$ cat config.mk
export PLATFORM = sky130hd
export DESIGN_NAME = bch_decode_ctrl
export DESIGN_NICKNAME = d
export VERILOG_FILES = /design/src/rtl/bch_decode_ctrl.sv
export SDC_FILE = /design/constraint.sdc
export NUM_CORES = 1
export LEC_CHECK = 0
export ABC_CLOCK_PERIOD_IN_PS = 1800
export BUFFER_PORTS_ARGS = -buffer_cell sky130_fd_sc_hd__buf_2
export CORE_ASPECT_RATIO = 0.75
export CORE_MARGIN = 1
export CORE_UTILIZATION = 26
export DETAILED_ROUTE_END_ITERATION = 10
export PLACE_DENSITY = 0.43
export SLEW_MARGIN = 10
export SYNTH_ARGS = -nofsm -noshare
export SYNTH_HDL_FRONTEND = slang
export SYNTH_SLANG_ARGS = --single-unit
$ cat constraint.sdc
create_clock -name clk -period 1.8 [get_ports clk]
set_input_delay 0.09 -clock clk [delete_from_list [all_inputs] [get_ports clk]]
set_output_delay 0.09 -clock clk [all_outputs]
set_load 0.1 [all_outputs]
$ cat src/rtl/bch_decode_ctrl.sv
// bch_decode_ctrl: sequencer for a BCH decoder.
// It loads one codeword into the syndrome engine, checks the syndromes, and runs
// Berlekamp-Massey and then the Chien search. It reports clean, corrected or
// uncorrectable.
// Optional watchdog on the BM and CHIEN waits: define BCH_DECODE_CTRL_TIMEOUT_EN.
//
// state   | meaning
// --------+-----------------------------------------------------------------
// IDLE    | waiting for start; start clears the syndrome engine
// LOAD    | accepting codeword beats (cw_ready high)
// SYN_CHK | one cycle: syndromes all zero -> clean, else launch BM
// BM      | waiting for bm_done; degree 0 or above t is uncorrectable
// CHIEN   | waiting for chien_done; root count must match degree
// DONE    | one-cycle dec_done with status/nerr already latched
module bch_decode_ctrl #(
    parameter int BEATS_P      = 64,
    parameter int BCH_T_P      = 8,
    parameter int TMO_CYCLES_P = 4096,
    localparam int DEG_W       = $clog2(BCH_T_P + 1) + 1
) (
    input  logic             clk,
    input  logic             rst_n,
    input  logic             start,
    input  logic             cw_valid,
    output logic             cw_ready,
    output logic             syn_clr,
    output logic             syn_en,
    input  logic             syn_zero,
    output logic             bm_start,
    input  logic             bm_done,
    input  logic [DEG_W-1:0] bm_deg,
    output logic             chien_start,
    input  logic             chien_done,
    input  logic [DEG_W-1:0] chien_roots,
    output logic             dec_done,
    output logic [1:0]       dec_status,
    output logic [DEG_W-1:0] dec_nerr,
    output logic             busy
);

    localparam int CNT_W = (BEATS_P > 1) ? $clog2(BEATS_P) : 1;
    localparam logic [CNT_W-1:0] LAST_BEAT = CNT_W'(BEATS_P - 1);
    localparam logic [DEG_W-1:0] T_MAX     = DEG_W'(BCH_T_P);

    localparam logic [1:0] ST_CLEAN  = 2'd0;
    localparam logic [1:0] ST_CORR   = 2'd1;
    localparam logic [1:0] ST_UNCORR = 2'd2;
    localparam logic [1:0] ST_TMO    = 2'd3;

    if (BEATS_P < 2 || BCH_T_P < 1 || TMO_CYCLES_P < 1) begin : g_param_chk
        $error("bch_decode_ctrl: BEATS_P >= 2, BCH_T_P >= 1, TMO_CYCLES_P >= 1 required");
    end

    typedef enum logic [2:0] {
        IDLE    = 3'd0,
        LOAD    = 3'd1,
        SYN_CHK = 3'd2,
        BM      = 3'd3,
        CHIEN   = 3'd4,
        DONE    = 3'd5
    } state_t;

    state_t           state_q, state_d;
    logic [CNT_W-1:0] cnt_q, cnt_d;
    logic [DEG_W-1:0] deg_q, deg_d;
    logic [1:0]       status_q, status_d;
    logic [DEG_W-1:0] nerr_q, nerr_d;
    logic             tmo;

`ifdef BCH_DECODE_CTRL_TIMEOUT_EN
    localparam int TMO_W = (TMO_CYCLES_P > 1) ? $clog2(TMO_CYCLES_P) : 1;
    localparam logic [TMO_W-1:0] TMO_LOAD = TMO_W'(TMO_CYCLES_P - 1);

    logic [TMO_W-1:0] wdog_q;
    logic             in_wait;

    assign in_wait = (state_q == BM) || (state_q == CHIEN);

    // Watchdog down-counter: reload on every state change, count while waiting on an engine
    always_ff @(posedge clk or negedge rst_n) begin
        if (!rst_n) begin
            wdog_q <= '0;
        end else if (state_d != state_q) begin
            wdog_q <= TMO_LOAD;
        end else if (in_wait && (wdog_q != '0)) begin
            wdog_q <= wdog_q - 1'b1;
        end
    end

    assign tmo = in_wait && (wdog_q == '0);
`else
    assign tmo = 1'b0;
`endif

    // Next-state, datapath updates and strobes; status/nerr are latched on the way into DONE
    always_comb begin
        state_d     = state_q;
        cnt_d       = cnt_q;
        deg_d       = deg_q;
        status_d    = status_q;
        nerr_d      = nerr_q;
        cw_ready    = 1'b0;
        syn_clr     = 1'b0;
        bm_start    = 1'b0;
        chien_start = 1'b0;
        dec_done    = 1'b0;
        unique case (state_q)
            IDLE: begin
                if (start) begin
                    syn_clr = 1'b1;
                    cnt_d   = '0;
                    state_d = LOAD;
                end
            end
            LOAD: begin
                cw_ready = 1'b1;
                if (cw_valid) begin
                    // hold on the last beat so the counter never wraps inside a codeword
                    if (cnt_q == LAST_BEAT) begin
                        state_d = SYN_CHK;
                    end else begin
                        cnt_d = cnt_q + 1'b1;
                    end
                end
            end
            SYN_CHK: begin
                if (syn_zero) begin
                    status_d = ST_CLEAN;
                    nerr_d   = '0;
                    state_d  = DONE;
                end else begin
                    bm_start = 1'b1;
                    state_d  = BM;
                end
            end
            BM: begin
                if (bm_done) begin
                    deg_d = bm_deg;
                    if ((bm_deg == '0) || (bm_deg > T_MAX)) begin
                        status_d = ST_UNCORR;
                        nerr_d   = '0;
                        state_d  = DONE;
                    end else begin
                        chien_start = 1'b1;
                        state_d     = CHIEN;
                    end
                end else if (tmo) begin
                    status_d = ST_TMO;
                    nerr_d   = '0;
                    state_d  = DONE;
                end
            end
            CHIEN: begin
                if (chien_done) begin
                    if (chien_roots == deg_q) begin
                        status_d = ST_CORR;
                        nerr_d   = deg_q;
                    end else begin
                        status_d = ST_UNCORR;
                        nerr_d   = '0;
                    end
                    state_d = DONE;
                end else if (tmo) begin
                    status_d = ST_TMO;
                    nerr_d   = '0;
                    state_d  = DONE;
                end
            end
            DONE: begin
                dec_done = 1'b1;
                state_d  = IDLE;
            end
            default: begin
                state_d = IDLE;
            end
        endcase
    end

    // State and datapath registers
    always_ff @(posedge clk or negedge rst_n) begin
        if (!rst_n) begin
            state_q  <= IDLE;
            cnt_q    <= '0;
            deg_q    <= '0;
            status_q <= ST_CLEAN;
            nerr_q   <= '0;
        end else begin
            state_q  <= state_d;
            cnt_q    <= cnt_d;
            deg_q    <= deg_d;
            status_q <= status_d;
            nerr_q   <= nerr_d;
        end
    end

    assign syn_en     = cw_valid && cw_ready;
    assign busy       = (state_q != IDLE);
    assign dec_status = status_q;
    assign dec_nerr   = nerr_q;

endmodule

==> results.py <==
metrics = {
    "placement": {
        "portBuffers": 30,
        "postPlaceCellArea_sq_um": 1620,
        "dp_hpwl_mm": 2.27,
        "place_congestion": 0.804,
    },
    "clocking": {
        "ctsLongestPathBuffers": 2,
        "h-tree-depth": 1,
        "root_buffer": "clkbuf_8",
        "cts_tree": "built",
        "path_clk_slew_ps": 80,
        "clock-sinks": 21,
        "clk_latency_ps": 260,
        "cts_made_buffers": 3,
    },
    "floorplan": {
        "fp.dieW_um": 82.3,
        "num_rows": 21,
        "ios": 31,
        "coreArea_sq_um": 4550,
        "fp.dieH_um": 62.2,
        "start_util": 0.276,
        "die_area_sq_um": 5120,
    },
    "logic_synthesis": {
        "netlist_top_cells_count": "dfrtp_1, nand2_1, inv_1, mux2_2",
        "yosysMostFrequentCell": "dfrtp_1",
        "yosys_most_used_dff": "dfrtp_1",
        "synth_area_leaders": "dfrtp_1, mux2_2, mux2_1",
        "synthesis.instances": 119,
        "synth_top_area_frac": 0.418,
        "synth_nets": 137,
        "syn_area_per_cell_sq_um": 10.6,
        "yosysSeqAreaShare": 0.418,
        "synth-seq-cells": 21,
        "synth_edf_count": 0,
        "synth.largest_area_cell": "dfrtp_1",
        "async_flop_share": 1.00,
        "syn_area_sq_um": 1260,
        "yosysWarnings": 0,
        "synthDistinctLibCells": 44,
    },
    "timing": {
        "fmax_ghz": 0.579,
        "fin_skew_ps": 2.83,
        "hold_violations": 0,
        "slew_headroom": 0.675,
        "tightest_slew_ps": 488,
        "min_period_ps": 1730,
        "drv_slew": 0,
        "fin_crit_sh": 0.960,
        "setup_viol": 0,
    },
    "power": {
        "internal-power_mw": 1.47,
        "p_switching_mw": 1.39,
        "p_leak_nw": 0.830,
        "power_density_nw_per_um2": 1680,
        "seq_power_share": 0.251,
        "combPwrFrac": 0.638,
        "switching_share": 0.486,
        "total_power_mw": 2.87,
        "ir_worst_vdd_mv": 0.761,
        "power_frac_clock": 0.110,
    },
    "finish": {
        "fillers": 451,
        "drive_gt1_frac": 0.409,
        "fin_nets": 178,
        "stdcell_area_sq_um": 1710,
        "register_area_sq_um": 526,
        "area_growth_pct": 35.9,
        "diodes": 0,
        "multi_input_area_sq_um": 714,
    },
    "detailed_routing": {
        "ant_nets": 0,
        "drc_errors": 0,
        "finalWirelength_mm": 2.96,
        "wl_per_cell_um": 13.7,
        "dr.pass1.iters": 4,
        "via_count": 1038,
        "viasPerCell": 4.81,
        "drtIter0Drc": 40,
    },
    "setup_path": {
        "crit_required_ps": 1710,
        "cp.arrival_ps": 1640,
        "slowest_delay_ps": 370,
        "crit_chain": "buf_6 > nor2b_4 > nand3_4 > nor4bb_4 > buf_12",
        "start_kind": "flip-flop",
        "cp_top_family": "simple AND/OR/NAND/NOR gates",
        "cp_num_buf_inv": 2,
        "critPathSlowestCell": "dfrtp_1",
        "path_class": "reg2out",
        "worst-path-max-fanout": 10,
        "end_kind": "primary output",
    },
    "global_route": {
        "grt_pass1_wl_mm": 4.68,
        "antenna_found_initial": 0,
        "grt_max_degree": 22,
        "grt-ovfl-total": 0,
        "grt_pass1_vias": 965,
        "grt_usage": 0.124,
    },
    "run_status": {
        "status": "complete, no violations",
    },
    "flow_run": {
        "drv_cap": 0,
    },
    "min_path": {
        "hp-class": "in2reg",
    },
}
metrics by stage:
stage,TNS (ps),worst slack (ps),utilization,hold WS [ps],instances
6_report,0,72.1,0.375,94.4,216
5_1_grt,-22.4,-22.4,0.375,78.2,216
4_1_cts,0,16.7,0.370,81.3,215
3_5_place_dp,0,123,0.356,89.2,210
3_3_place_gp,0,152,0.356,89.4,210
2_1_floorplan,-750,-332,-,-206,119
cell families (layout without fill, tap and decap cells):
kind of cell / count (synthesis) / count (layout) / share of synthesized area
XOR/XNOR: 5 / 5 / 0.0349
multiplexers: 15 / 15 / 0.130
adder cells (fa/ha/maj): 1 / 1 / 0.00996
buffers and inverters: 13 / 53 / 0.0637
AND/OR/NAND/NOR: 44 / 44 / 0.219
flip-flops: 21 / 21 / 0.418
AO/OA/AOI/OAI: 20 / 20 / 0.124
cells in the final DEF, fill, tap and decap left out, drive strengths merged, types with 4 or more instances in the layout:
master  instances
buf            41
dfrtp          21
mux2           11
nand2           8
inv             7
nor3            6
xor2            5
and3            5
nand3           5
or4             4
mux2i           4
o21ai           4
state kept, by name, summed over array words and instances, names as in the netlist:
| name | count |
|---|---|
| dec_status | 2 |
| dec_nerr | 5 |
| cnt_q | 6 |
| deg_q | 5 |
| state_q | 3 |
power by group through the flow:
| stage | combinational, mW | sequential [mW] | clock (mW) |
|---|---|---|---|
| CTS | 1.79 | 0.720 | 0.337 |
| detailed placement | 1.77 | 0.728 | 0 |
| global route | 1.94 | 0.743 | 0.363 |
| floorplan | 1.24 | 0.799 | 0 |
| finish | 1.83 | 0.720 | 0.317 |
| global placement | 1.77 | 0.723 | 0 |
worst register-to-register path: cells and delay by family, from the launching register on:
family                 cells  cell delay (ps)
muxes                      1              300
buffers and inverters      2              290
AOI/OAI and AO/OA          1              150
and+or+nand+nor            1              430
DFF                        1              390
final cells by class:
| type | instances | share of cell area |
|---|---|---|
| Multi-Input combinational cell | 85 | 0.419 |
| Sequential cell | 21 | 0.308 |
| Timing Repair Buffer | 42 | 0.189 |
| Tap cell | 57 | 0.0418 |
| Clock buffer | 3 | 0.0242 |
| Inverter | 7 | 0.0154 |
| Clock inverter | 1 | 0.00293 |
metal layers:
metal / up-vias / global-route usage / routed length, um
li1: 516 / - / -
met1: 504 / 0.179 / 1540
met2: 16 / 0.171 / 1290
met3: 2 / 0.0382 / 104
met4: 0 / 0.0395 / 28
met5: - / 0 / 0
timing repair:
| action | 4_1_cts | 5_1_grt |
|---|---|---|
| gates cloned | 0 | 0 |
| endpoints found under the setup margin | 1 | 1 |
| hold buffers | 1 | 0 |
| hold endpoints to repair | 21 | 0 |
| resized for setup | 2 | 4 |
| buffers inserted | 0 | 1 |
| pin swaps | 1 | 2 |
path summary, 6_finish.rpt:
| check | endpoint | slack [ps] | cells after the start | start |
|---|---|---|---|---|
| hold reg to reg | dec_nerr[0] | 490 | 1 | dec_nerr[0] |
| setup reg to reg | dec_nerr[1] | 110 | 5 | state_q[1] |
| max in group asynchronous | cnt_q[3] | 1150 | 2 | rst_n |
| min in group asynchronous | dec_status[0] | 310 | 2 | rst_n |
| setup / recovery | chien_start | 70 | 5 | state_q[1] |
| hold / removal | deg_q[3] | 90 | 2 | bm_deg[3] |
(Power assumes the default switching activity.)
